[config.mk]
export PLATFORM = sky130hd
export DESIGN_NAME = shot_clock_timer
export DESIGN_NICKNAME = d
export VERILOG_FILES = /design/src/rtl/shot_clock_pkg.sv /design/src/rtl/shot_clock_timer_tick_prescaler.sv /design/src/rtl/shot_clock_timer.sv
export SDC_FILE = /design/constraint.sdc
export NUM_CORES = 1
export LEC_CHECK = 0
export ABC_AREA = 0
export BUFFER_PORTS_ARGS = -buffer_cell sky130_fd_sc_hd__buf_2
export CAP_MARGIN = 20
export CELL_PAD_IN_SITES_DETAIL_PLACEMENT = 1
export CELL_PAD_IN_SITES_GLOBAL_PLACEMENT = 1
export CORE_UTILIZATION = 51
export CTS_BUF_LIST = sky130_fd_sc_hd__clkbuf_2
export CTS_CLUSTER_SIZE = 40
export DETAILED_ROUTE_END_ITERATION = 8
export PLACE_DENSITY_LB_ADDON = 0.12
export SYNTH_ARGS = -nofsm -noshare
export SYNTH_HDL_FRONTEND = slang
export SYNTH_HIERARCHICAL = 1
export SYNTH_SLANG_ARGS = --single-unit
[constraint.sdc]
create_clock -name clock_in -period 7.9 [get_ports clock_in]
set_input_delay 0.79 -clock clock_in [delete_from_list [all_inputs] [get_ports clock_in]]
set_output_delay 0.79 -clock clock_in [all_outputs]
set_load 0.05 [all_outputs]
[src/rtl/shot_clock_pkg.sv]
// Shared types and default constants for the shot-clock timer.
package shot_clock_pkg;

  // Main FSM state; encoding is fixed so downstream debug can decode it.
  typedef enum logic [1:0] {
    IDLE    = 2'd0,
    RUN     = 2'd1,
    EXPIRED = 2'd2
  } state_t;

  // Classic full and short (offensive rebound) shot-clock presets.
  localparam int DEFAULT_PRESET_FULL  = 24;
  localparam int DEFAULT_PRESET_SHORT = 14;

endpackage

[src/rtl/shot_clock_timer_tick_prescaler.sv]
// Seconds prescaler: emits a one-cycle tick every TICK_DIV enabled cycles.
module tick_prescaler #(
  parameter int TICK_DIV = 50_000_000
) (
  input  logic clock_in,
  input  logic reset,
  input  logic enable,
  input  logic clear,
  output logic tick
);

  localparam int CW = (TICK_DIV > 1) ? $clog2(TICK_DIV) : 1;
  localparam logic [CW-1:0] LAST = CW'(TICK_DIV - 1);

  logic [CW-1:0] cnt_q;

  // A clear cycle never ticks, so a load always restarts a full second.
  assign tick = enable && !clear && (cnt_q == LAST);

  // Fraction-of-second counter; holds when disabled so a stopped clock keeps its fraction.
  always_ff @(posedge clock_in or posedge reset) begin
    // NOTE: sequential state uses non-blocking assignments so every register
    // samples pre-edge values regardless of block ordering.
    if (reset) begin
      cnt_q <= '0;
    end else if (clear) begin
      cnt_q <= '0;
    end else if (enable) begin
      cnt_q <= tick ? '0 : cnt_q + CW'(1);
    end
  end

endmodule

[src/rtl/shot_clock_timer.sv]
// Parametrised shot-clock countdown with run/idle/expired FSM and timed buzzer.
module shot_clock_timer
  import shot_clock_pkg::*;
#(
  parameter int WIDTH        = 5,
  parameter int PRESET_FULL  = DEFAULT_PRESET_FULL,
  parameter int PRESET_SHORT = DEFAULT_PRESET_SHORT,
  parameter int TICK_DIV     = 50_000_000,
  parameter int BUZZ_TICKS   = 3
) (
  input  logic             clock_in,
  input  logic             reset,
  input  logic             load_full,
  input  logic             load_short,
  input  logic             load_custom,
  input  logic [WIDTH-1:0] custom_value,
  input  logic             start_stop,
  input  logic             pause,
  output logic [WIDTH-1:0] count,
  output logic             running,
  output logic             expired,
  output logic             buzzer
);

  localparam int BW = $clog2(BUZZ_TICKS + 1);

  state_t           state_q, state_d;
  logic [WIDTH-1:0] count_q, count_d;
  logic [BW-1:0]    buzz_q, buzz_d;
  logic             buzzer_q, buzzer_d;
  logic             btn_q;
  logic             btn_edge;
  logic             load_any;
  logic [WIDTH-1:0] load_value;
  logic             presc_en;
  logic             tick;

  assign btn_edge = start_stop & ~btn_q;
  assign load_any = load_full | load_short | load_custom;

  // Load value by priority: full beats short beats custom.
  assign load_value = load_full  ? WIDTH'(PRESET_FULL)  :
                      load_short ? WIDTH'(PRESET_SHORT) : custom_value;

  // Prescaler counts while running unpaused, and always while the buzzer is timed.
  assign presc_en = ((state_q == RUN) && !pause) || (state_q == EXPIRED);

  tick_prescaler #(
    .TICK_DIV(TICK_DIV)
  ) u_prescaler (
    .clock_in(clock_in),
    .reset   (reset),
    .enable  (presc_en),
    .clear   (load_any),
    .tick    (tick)
  );

  // State, count, buzz timer, buzzer and button-history registers.
  always_ff @(posedge clock_in or posedge reset) begin
    if (reset) begin
      state_q  <= IDLE;
      count_q  <= '0;
      buzz_q   <= '0;
      buzzer_q <= 1'b0;
      btn_q    <= 1'b0;
    end else begin
      state_q  <= state_d;
      count_q  <= count_d;
      buzz_q   <= buzz_d;
      buzzer_q <= buzzer_d;
      btn_q    <= start_stop;
    end
  end

  // Next-state logic: loads override the FSM, then per-state tick/button handling.
  always_comb begin
    // NOTE: every target gets a hold default first so no path infers a latch.
    state_d  = state_q;
    count_d  = count_q;
    buzz_d   = buzz_q;
    buzzer_d = buzzer_q;

    if (load_any) begin
      count_d  = load_value;
      buzzer_d = 1'b0;
      if (state_q == EXPIRED) state_d = IDLE;
    end else begin
      unique case (state_q)
        IDLE: begin
          if (btn_edge && (count_q != '0)) state_d = RUN;
        end
        RUN: begin
          if (count_q == '0) begin
            // Only reachable by loading a custom zero while running.
            state_d = IDLE;
          end else if (tick && (count_q == WIDTH'(1))) begin
            // Expiry wins over a same-cycle button edge.
            count_d  = '0;
            state_d  = EXPIRED;
            buzzer_d = 1'b1;
            buzz_d   = BW'(BUZZ_TICKS);
          end else begin
            if (tick)     count_d = count_q - WIDTH'(1);
            if (btn_edge) state_d = IDLE;
          end
        end
        EXPIRED: begin
          if (tick) begin
            if (buzz_q <= BW'(1)) begin
              buzz_d   = '0;
              buzzer_d = 1'b0;
              state_d  = IDLE;
            end else begin
              buzz_d = buzz_q - BW'(1);
            end
          end
        end
        default: state_d = IDLE;
      endcase
    end
  end

  assign count   = count_q;
  assign running = (state_q == RUN);
  assign expired = (state_q == EXPIRED);
  assign buzzer  = buzzer_q;

endmodule
==> results.txt, run 1 <==
The run finished with clean final reports. The type of the most critical hold path is in2async. The height of the chip is 71.6 um. The net count after synthesis came out at 302.

The flop-to-flop setup slack came out at 4.30 ns. By area the synthesized netlist is led by dfrtp_1, nand2_1, ha_1, o21ai_0, a21oi_1. The number of hold violations in the final report is 0. The number of global-route vias before repair is 2309. The initial antenna violation count is 0. In this run, synthesis produced a sequential element count of 37.

The floorplan step set the die width to 71.6 um. By instance count, the leading cell after synthesis is dfrtp_1. The worst setup path is launched from an input port. The net count reported at finish came out at 322. After legalization and detailed placement, the total HPWL measured 4.99 mm. The wire length of the first global-routing pass is 11.5 mm.

The final critical delay including setup and external delays is 3.98 ns. The number of max-slew violations in the final report is 0. The routed design uses 3.20 mm of met2 wire. The synthesized design devotes to its leading area cell type 37.5% of total area. The maximum clock rate came out at 0.251 GHz. The share of total power dissipated in combinational logic is 28.2%. The transition time at the pin with the least slew margin came out at 0.895 ns. TritonCTS built the clock tree. Summed over all nets, the switching power comes to 149 uW. The area of the die came out at 5130 um2. The routability congestion estimate from global placement came out at 0.843. Yosys printed 6 warnings. The share of layout cells above drive strength 1 came out at 15.6%. The count of nets left with antenna violations once routing finished came out at 0.

The relative max-transition margin is 40.3%. The I/O pin total came out at 20. The count of port buffers added during placement came out at 19.

Once layout is complete, the utilization of the core stands at 59.1%. The maximum number of pins on one net before global-route repair is 27. The wire length on met3 is 229 um. Setup repair after global routing left no endpoint under its margin. The synthesis-to-finish area growth came out at 7.75%.

The number of unique standard cell types used by synthesis is 61. Counting cells, the worst reg-to-reg path comes to 11. After detailed routing, the number of vias per cell comes to 6.65. Setup violations remaining at the end of the flow were counted as 0. The number of post-CTS setup repair buffers came out at 0. The setup slack after layout is 3.92 ns. The total detailed-routing wirelength came out at 6.88 mm. The number of vias after detailed routing is 2354. The number of clock buffers inserted by TritonCTS came out at 5. The total of cells resized after clock tree synthesis is 0. The endpoint kind of the worst setup timing path is a flip-flop. In this run switching power makes up 36.8% of total power. On the final layout, the worst clock skew is 0.0123 ns.

In this run the critical register-to-register path is captured at count[4]$_DFFE_PP0P_. The commonest cells after synthesis are dfrtp_1, nand2_1, o21ai_0, a21oi_1. The number of buffers inserted by hold repair at cts came out at 0. The design internal power is 255 uW. The worst hold margin is 0.304 ns. The startpoint-to-endpoint class of the critical path is in2reg. In this run, the clock network consumes 20.2% of the power. The part of the cycle the worst path needs came out at 50.4%.

For the final routed database, the setup TNS stands at 0 ns. The diode insertion count for antenna repair came out at 0. The routed length per instance came out at 19.4 um. The clock sink count is 37. The overall routing resource usage is 29.1%. The portion of the post-synthesis area used by sequential elements came out at 37.5%.

In this run the critical register-to-register path is launched from state_q[0]$_DFFE_PP0P_. The arrival time reported for the critical path endpoint came out at 4.28 ns. The standard cell core area came out at 4500 um2. The number of maximum-capacitance constraint violations came out at 0. The register clock-pin slew on the reported worst setup and hold paths is 0.18 ns. For this design the static power due to leakage is 1.09 nW.

Registers are responsible for 51.5% of the overall power. The number of placement rows is 24. In this run, the number of DRC markers left after iteration 0 of detailed routing was 225. The top routing layer in use is met4. The first-pass iteration count of the detailed router came out at 4.

The maximum count of clock buffers along a single path came out at 2. After detailed routing, the number of remaining DRC violations is 0. The area of the mapped netlist is 2470 um2. In the synthesized netlist the async set-or-reset flop fraction comes to 100%.

The worst path required time came out at 8.20 ns. IR analysis of the VDD net gives a maximum drop of 0.111 mV. The maximum fanout encountered on the critical timing path came out at 26.

The number of enable-type register cells in the synthesized netlist is 0. The worst-case setup slack after placement is 3.53 ns. The average size of a mapped cell came out at 8.76 um2.

The most used flip-flop cell after synthesis is dfrtp_1. The starting utilization of the core area is 54.8%. The biggest area consumer among synthesized cells is dfrtp_1.

Synthesis handed over a netlist of 282 instances. The routed metal-1 wirelength came out at 3.39 mm. The number of levels in the clock H-tree is 2. Power spread over the standard cell area amounts to 152 nW/um2.

Global routing finished with a remaining overflow of 0. For the worst-skew pair, the clock arrives at the later sink with an insertion delay of 0.40 ns. In this run the clock root is driven by a clkbuf_2.
## through the flow
stage               cells  cell area, um2  total power, mW
floorplan             282            2470            0.292
global placement      345            2590            0.320
detailed placement    345            2590            0.323
CTS                   352            2630            0.405
global route          354            2660            0.424
finish                354            2660            0.404
## sequential cells by signal (all words and copies together), names as in the netlist
| register | cells |
|---|---|
| btn_q | 1 |
| buzz_q | 2 |
| buzzer | 1 |
| count | 5 |
| state_q | 2 |
| u_prescaler/cnt_q | 26 |
## cell families after synthesis
kind of cell | after synthesis | share of synthesized area, %
simple gates | 121 | 29.2
compound gates | 83 | 22.0
flops | 37 | 37.5
buf+inv | 25 | 4.15
fa+ha+maj | 8 | 4.05
xor+xnor | 4 | 1.42
mux | 4 | 1.67
## area by class of cell
class | instances | area, um2
timing repair buffer | 22 | 135
tap | 52 | 65.1
sequential | 37 | 926
inverter | 16 | 60.1
clock inverter | 1 | 3.75
multi-input combinational | 220 | 1440
fill | 551 | 1840
clock buffer | 6 | 30.0
## layout by cell type, fill, tap and decap left out, types with 2 or more instances in the layout
cell type and count:
xor2_1 3, nand2b_1 3, nand4_1 11, and2_1 3
a32o_1 2, nand3_1 7, nand2_1 33, and3_1 3
a21o_1 2, mux2i_1 3, a22oi_1 7, nor2b_1 6
or4_1 4, or4b_2 3, o21ai_0 20, or3_4 2
nor2_1 15, buf_2 20, inv_1 15, o21ai_1 4
dfrtp_1 37, a21oi_1 18, or3_1 2, clkbuf_2 6
ha_1 8, clkinv_1 2, nor4_1 9, a31oi_1 11
o211ai_1 2, nor4b_1 3, or4b_1 2, a221oi_2 2
or2_2 2, nor3_1 4
## routing by layer
metal,up-vias,track usage [%]
li1,1102,-
met2,44,44.1
met1,1202,43.2
met4,0,7.84
met5,-,0
met3,6,5.06
## critical path, stage by stage
cell and delay [ns]:
buf_2 0.17, nor3_4 0.30, inv_1 0.45, or4b_1 0.69
nor4_4 0.45, and2_1 0.35, nand2_1 0.16, or4b_2 0.65
a31oi_1 0.17, o21ai_0 0.10
## power by group through the flow
| stage | clock (mW) | combinational [mW] | sequential [mW] |
|---|---|---|---|
| after global placement | 0 | 0.109 | 0.211 |
| after CTS | 0.0856 | 0.112 | 0.208 |
| after global routing | 0.0906 | 0.124 | 0.209 |
| after detailed placement | 0 | 0.112 | 0.212 |
| final | 0.0817 | 0.114 | 0.208 |
| after floorplan | 0 | 0.0738 | 0.218 |
## how the worst max path moves through the flow
| stage | from | to | cells past startpoint |
|---|---|---|---|
| final | load_custom | count[4]$_DFFE_PP0P_ | 10 |
| after global routing | load_custom | count[4]$_DFFE_PP0P_ | 10 |
| after CTS | state_q[0]$_DFFE_PP0P_ | count[4]$_DFFE_PP0P_ | 10 |
| after detailed placement | load_custom | count[4]$_DFFE_PP0P_ | 10 |
| after global placement | load_custom | count[4]$_DFFE_PP0P_ | 10 |
| after floorplan | load_custom | count[4]$_DFFE_PP0P_ | 10 |
Power figures use the tool's default switching activity.
==> inputs of run 2 (changes only) <==
Settings changed: CORE_UTILIZATION 51 to 43.
Clock period 7.9 ns to 3.6 ns, I/O delays scaled along.
==> results.txt, run 2 (synthesis results as in run 1) <==
The cell type of the slowest stage on the worst timing path is or4b_2 (was or4b_1). The area of placed instances is 2670 um2 (was 2590 um2). The routed metal-1 wirelength came out at 3.24 mm (was 3.39 mm). The endpoint kind of the worst setup timing path is a flip-flop (unchanged). The CTS tree was built (unchanged). The clock network latency to the later pin of the worst-skew pair came out at 0.39 ns (was 0.40 ns). The number of flip-flops in the largest register came to 26 (unchanged). RSZ-0062 raised after global routing: no (unchanged). The I/O pin total was 20 (unchanged). The number of clock buffers inserted by TritonCTS came out at 5 (unchanged). The post-route cell area is 2770 um2 (was 2660 um2). The final critical delay including setup and external delays is 3.04 ns.

The standard cell core area came out at 5510 um2 (was 4500 um2). The number of max-slew violations in the final report came out at 0 (unchanged). The number of placement rows was 27 (was 24). The clock tree root buffer cell is clkbuf_2 (unchanged). The startpoint-to-endpoint class of the critical path was reg2reg (was in2reg). The worst-case vdd ir drop came out at 0.233 mV (was 0.111 mV).

The power per cell area is 354 nW/um2 (was 152 nW/um2). The number of remaining DRC errors came to 0 (unchanged). The first-pass iteration count of the detailed router is 4 (unchanged). The number of levels in the clock H-tree came out at 2 (unchanged). The post-detailed-route count of antenna-violating nets is 0 (unchanged). The element type at the critical path start was a flip-flop (was input port). The net count reported at finish is 328 (was 322). The register ranked first by flip-flop count is u_prescaler/cnt_q (unchanged). Derived from the worst setup path, the maximum achievable clock frequency is 0.329 GHz.

The overall routing resource usage came out at 25.7% (was 29.1%). The final setup violation count is 0 (unchanged). The arrival time reported for the critical path endpoint is 3.32 ns (was 4.28 ns). The worst path required time is 3.88 ns (was 8.20 ns).

The maximum number of pins on one net before global-route repair came out at 27 (unchanged). The height of the chip is 77.8 um (was 71.6 um). The routability congestion estimate from global placement was 0.831 (was 0.843). The total congestion overflow is 0 (unchanged). The transition time at the pin with the least slew margin came to 0.812 ns (was 0.895 ns). The die span in x is 77.8 um (was 71.6 um). The share of layout cells above drive strength 1 came to 17.2% (was 15.6%). The type of the most critical hold path is in2reg (was in2async). The synthesis-to-finish area growth came out at 12.0% (was 7.75%).

The final setup skew is 0.0213 ns (was 0.0123 ns). The number of vias after detailed routing is 2377 (was 2354). The cell class contributing the biggest share of worst-path delay was simple AND/OR/NAND/NOR gates (unchanged).

The worst-case setup slack after placement came to 0.506 ns (was 3.53 ns). The total power draw is 979 uW (was 404 uW). The wire length of the first global-routing pass is 12.1 mm (was 11.5 mm). The initial antenna violation count came out at 0 (unchanged). The relative max-transition margin is 45.4% (was 40.3%). The maximum single-stage delay on the critical path is 0.65 ns (was 0.69 ns). The part of the cycle the worst path needs is 84.4%.

The diode insertion count for antenna repair was 0 (unchanged). The area of the die is 6050 um2 (was 5130 um2). The maximum count of clock buffers along a single path came out at 2 (unchanged). The detailed-placement wirelength estimate came out at 5.23 mm (was 4.99 mm). The number of standard cells in the final layout excluding fillers is 381 (was 354). The cell count after placement came out at 371 (was 345).

The wire length on met3 is 251 um (was 229 um). The clock sink count came out at 37 (unchanged). The leakage power of the design came to 1.13 nW (was 1.09 nW).

The register clock-pin slew on the reported worst setup and hold paths is 0.21 ns (was 0.18 ns). The number of maximum-capacitance constraint violations is 0 (unchanged). Cells traversed along the worst timing path: inv_1, ha_1, a21o_1, clkinv_1, nor4_1, buf_4, and2_1, nand2_1, or4b_2, a31oi_1, o21ai_0 (was buf_2, nor3_4, inv_1, or4b_1, nor4_4, and2_1, nand2_1, or4b_2, a31oi_1, o21ai_0).

The per-cell via count in the routed design came out at 6.24 (was 6.65). The maximum fanout encountered on the critical timing path is 8 (was 26). The number of global-route vias before repair came out at 2407 (was 2309). The number of hold violations in the final report came out at 0 (unchanged). The routed length per instance is 19.0 um (was 19.4 um). The top routing layer in use is met4 (unchanged). The fraction of the core area covered by cells at the end of the flow is 50.2% (was 59.1%). The wire length on met2 is 3.66 mm (was 3.20 mm). The starting utilization of the core area came out at 44.9% (was 54.8%). The combined buffer and inverter count along the critical path is 3 (was 2). The detailed router's first-iteration violation count was 209 (was 225).

The setup slack after layout is 0.560 ns (was 3.92 ns). The total detailed-routing wirelength came out at 7.25 mm (was 6.88 mm). Leading cell types in the layout, fill and taps excluded: dfrtp_1, nand2_1, o21ai_0, buf_2, a21oi_1 (unchanged).

The post-route setup TNS came out at 0 ns (unchanged). The count of port buffers added during placement came out at 19 (unchanged). The worst hold margin is 0.0712 ns (was 0.304 ns). The commonest non-fill, non-tap cell in the layout is dfrtp_1 (unchanged).

Result of the run: completed (unchanged).
-- run 2: cell count changes in the layout (fill, tap and decap cells not counted), sizes merged --
cell,delta
bufinv,+1
dlygate4sd3,+1
buf,+5
-- run 2: cell type report --
cell class / count / area [um2]
Clock buffer: 6 / 30.0
Clock inverter: 2 / 33.8
Fill cell: 671 / 2740
Inverter: 16 / 60.1
Multi-Input combinational cell: 220 / 1440
Sequential cell: 37 / 926
Tap cell: 72 / 90.1
Timing Repair Buffer: 28 / 185
-- run 2: what timing repair did --
item	in CTS	in global routing
endpoints found under the setup margin	0	0
buffers inserted	0	0
endpoints found under the hold margin	11	0
hold buffers	1	0
resized for setup	0	0
-- run 2: worst paths after layout --
path	end	slack, ns	from	cells past startpoint
max in group asynchronous	u_prescaler/cnt_q[13]$_DFFE_PP0P_	2.59	reset	4
worst min-delay path	btn_q$_DFF_PP0_	0.07	start_stop	1
worst max-delay path	count[4]$_DFFE_PP0P_	0.56	state_q[0]$_DFFE_PP0P_	11
worst min register to register	buzz_q[0]$_DFFE_PP0P_	0.56	buzz_q[0]$_DFFE_PP0P_	2
worst max register to register	count[4]$_DFFE_PP0P_	0.56	state_q[0]$_DFFE_PP0P_	11
min in group asynchronous	buzz_q[1]$_DFFE_PP0P_	0.52	reset	3
-- run 2: power by group --
part / switching [mW] / leakage [nW] / internal (mW) / total (mW)
clock network: 0.148 / 0.0406 / 0.119 / 0.266
registers: 0.0189 / 0.494 / 0.439 / 0.458
logic: 0.175 / 0.596 / 0.0806 / 0.255
total: 0.341 / 1.13 / 0.638 / 0.979
-- run 2: metal layers --
layer / vias to the layer above / GRT usage (%)
met1: 1189 / 31.3
met3: 11 / 3.88
met4: 0 / 6.79
met5: - / 0
li1: 1118 / -
met2: 59 / 46.8
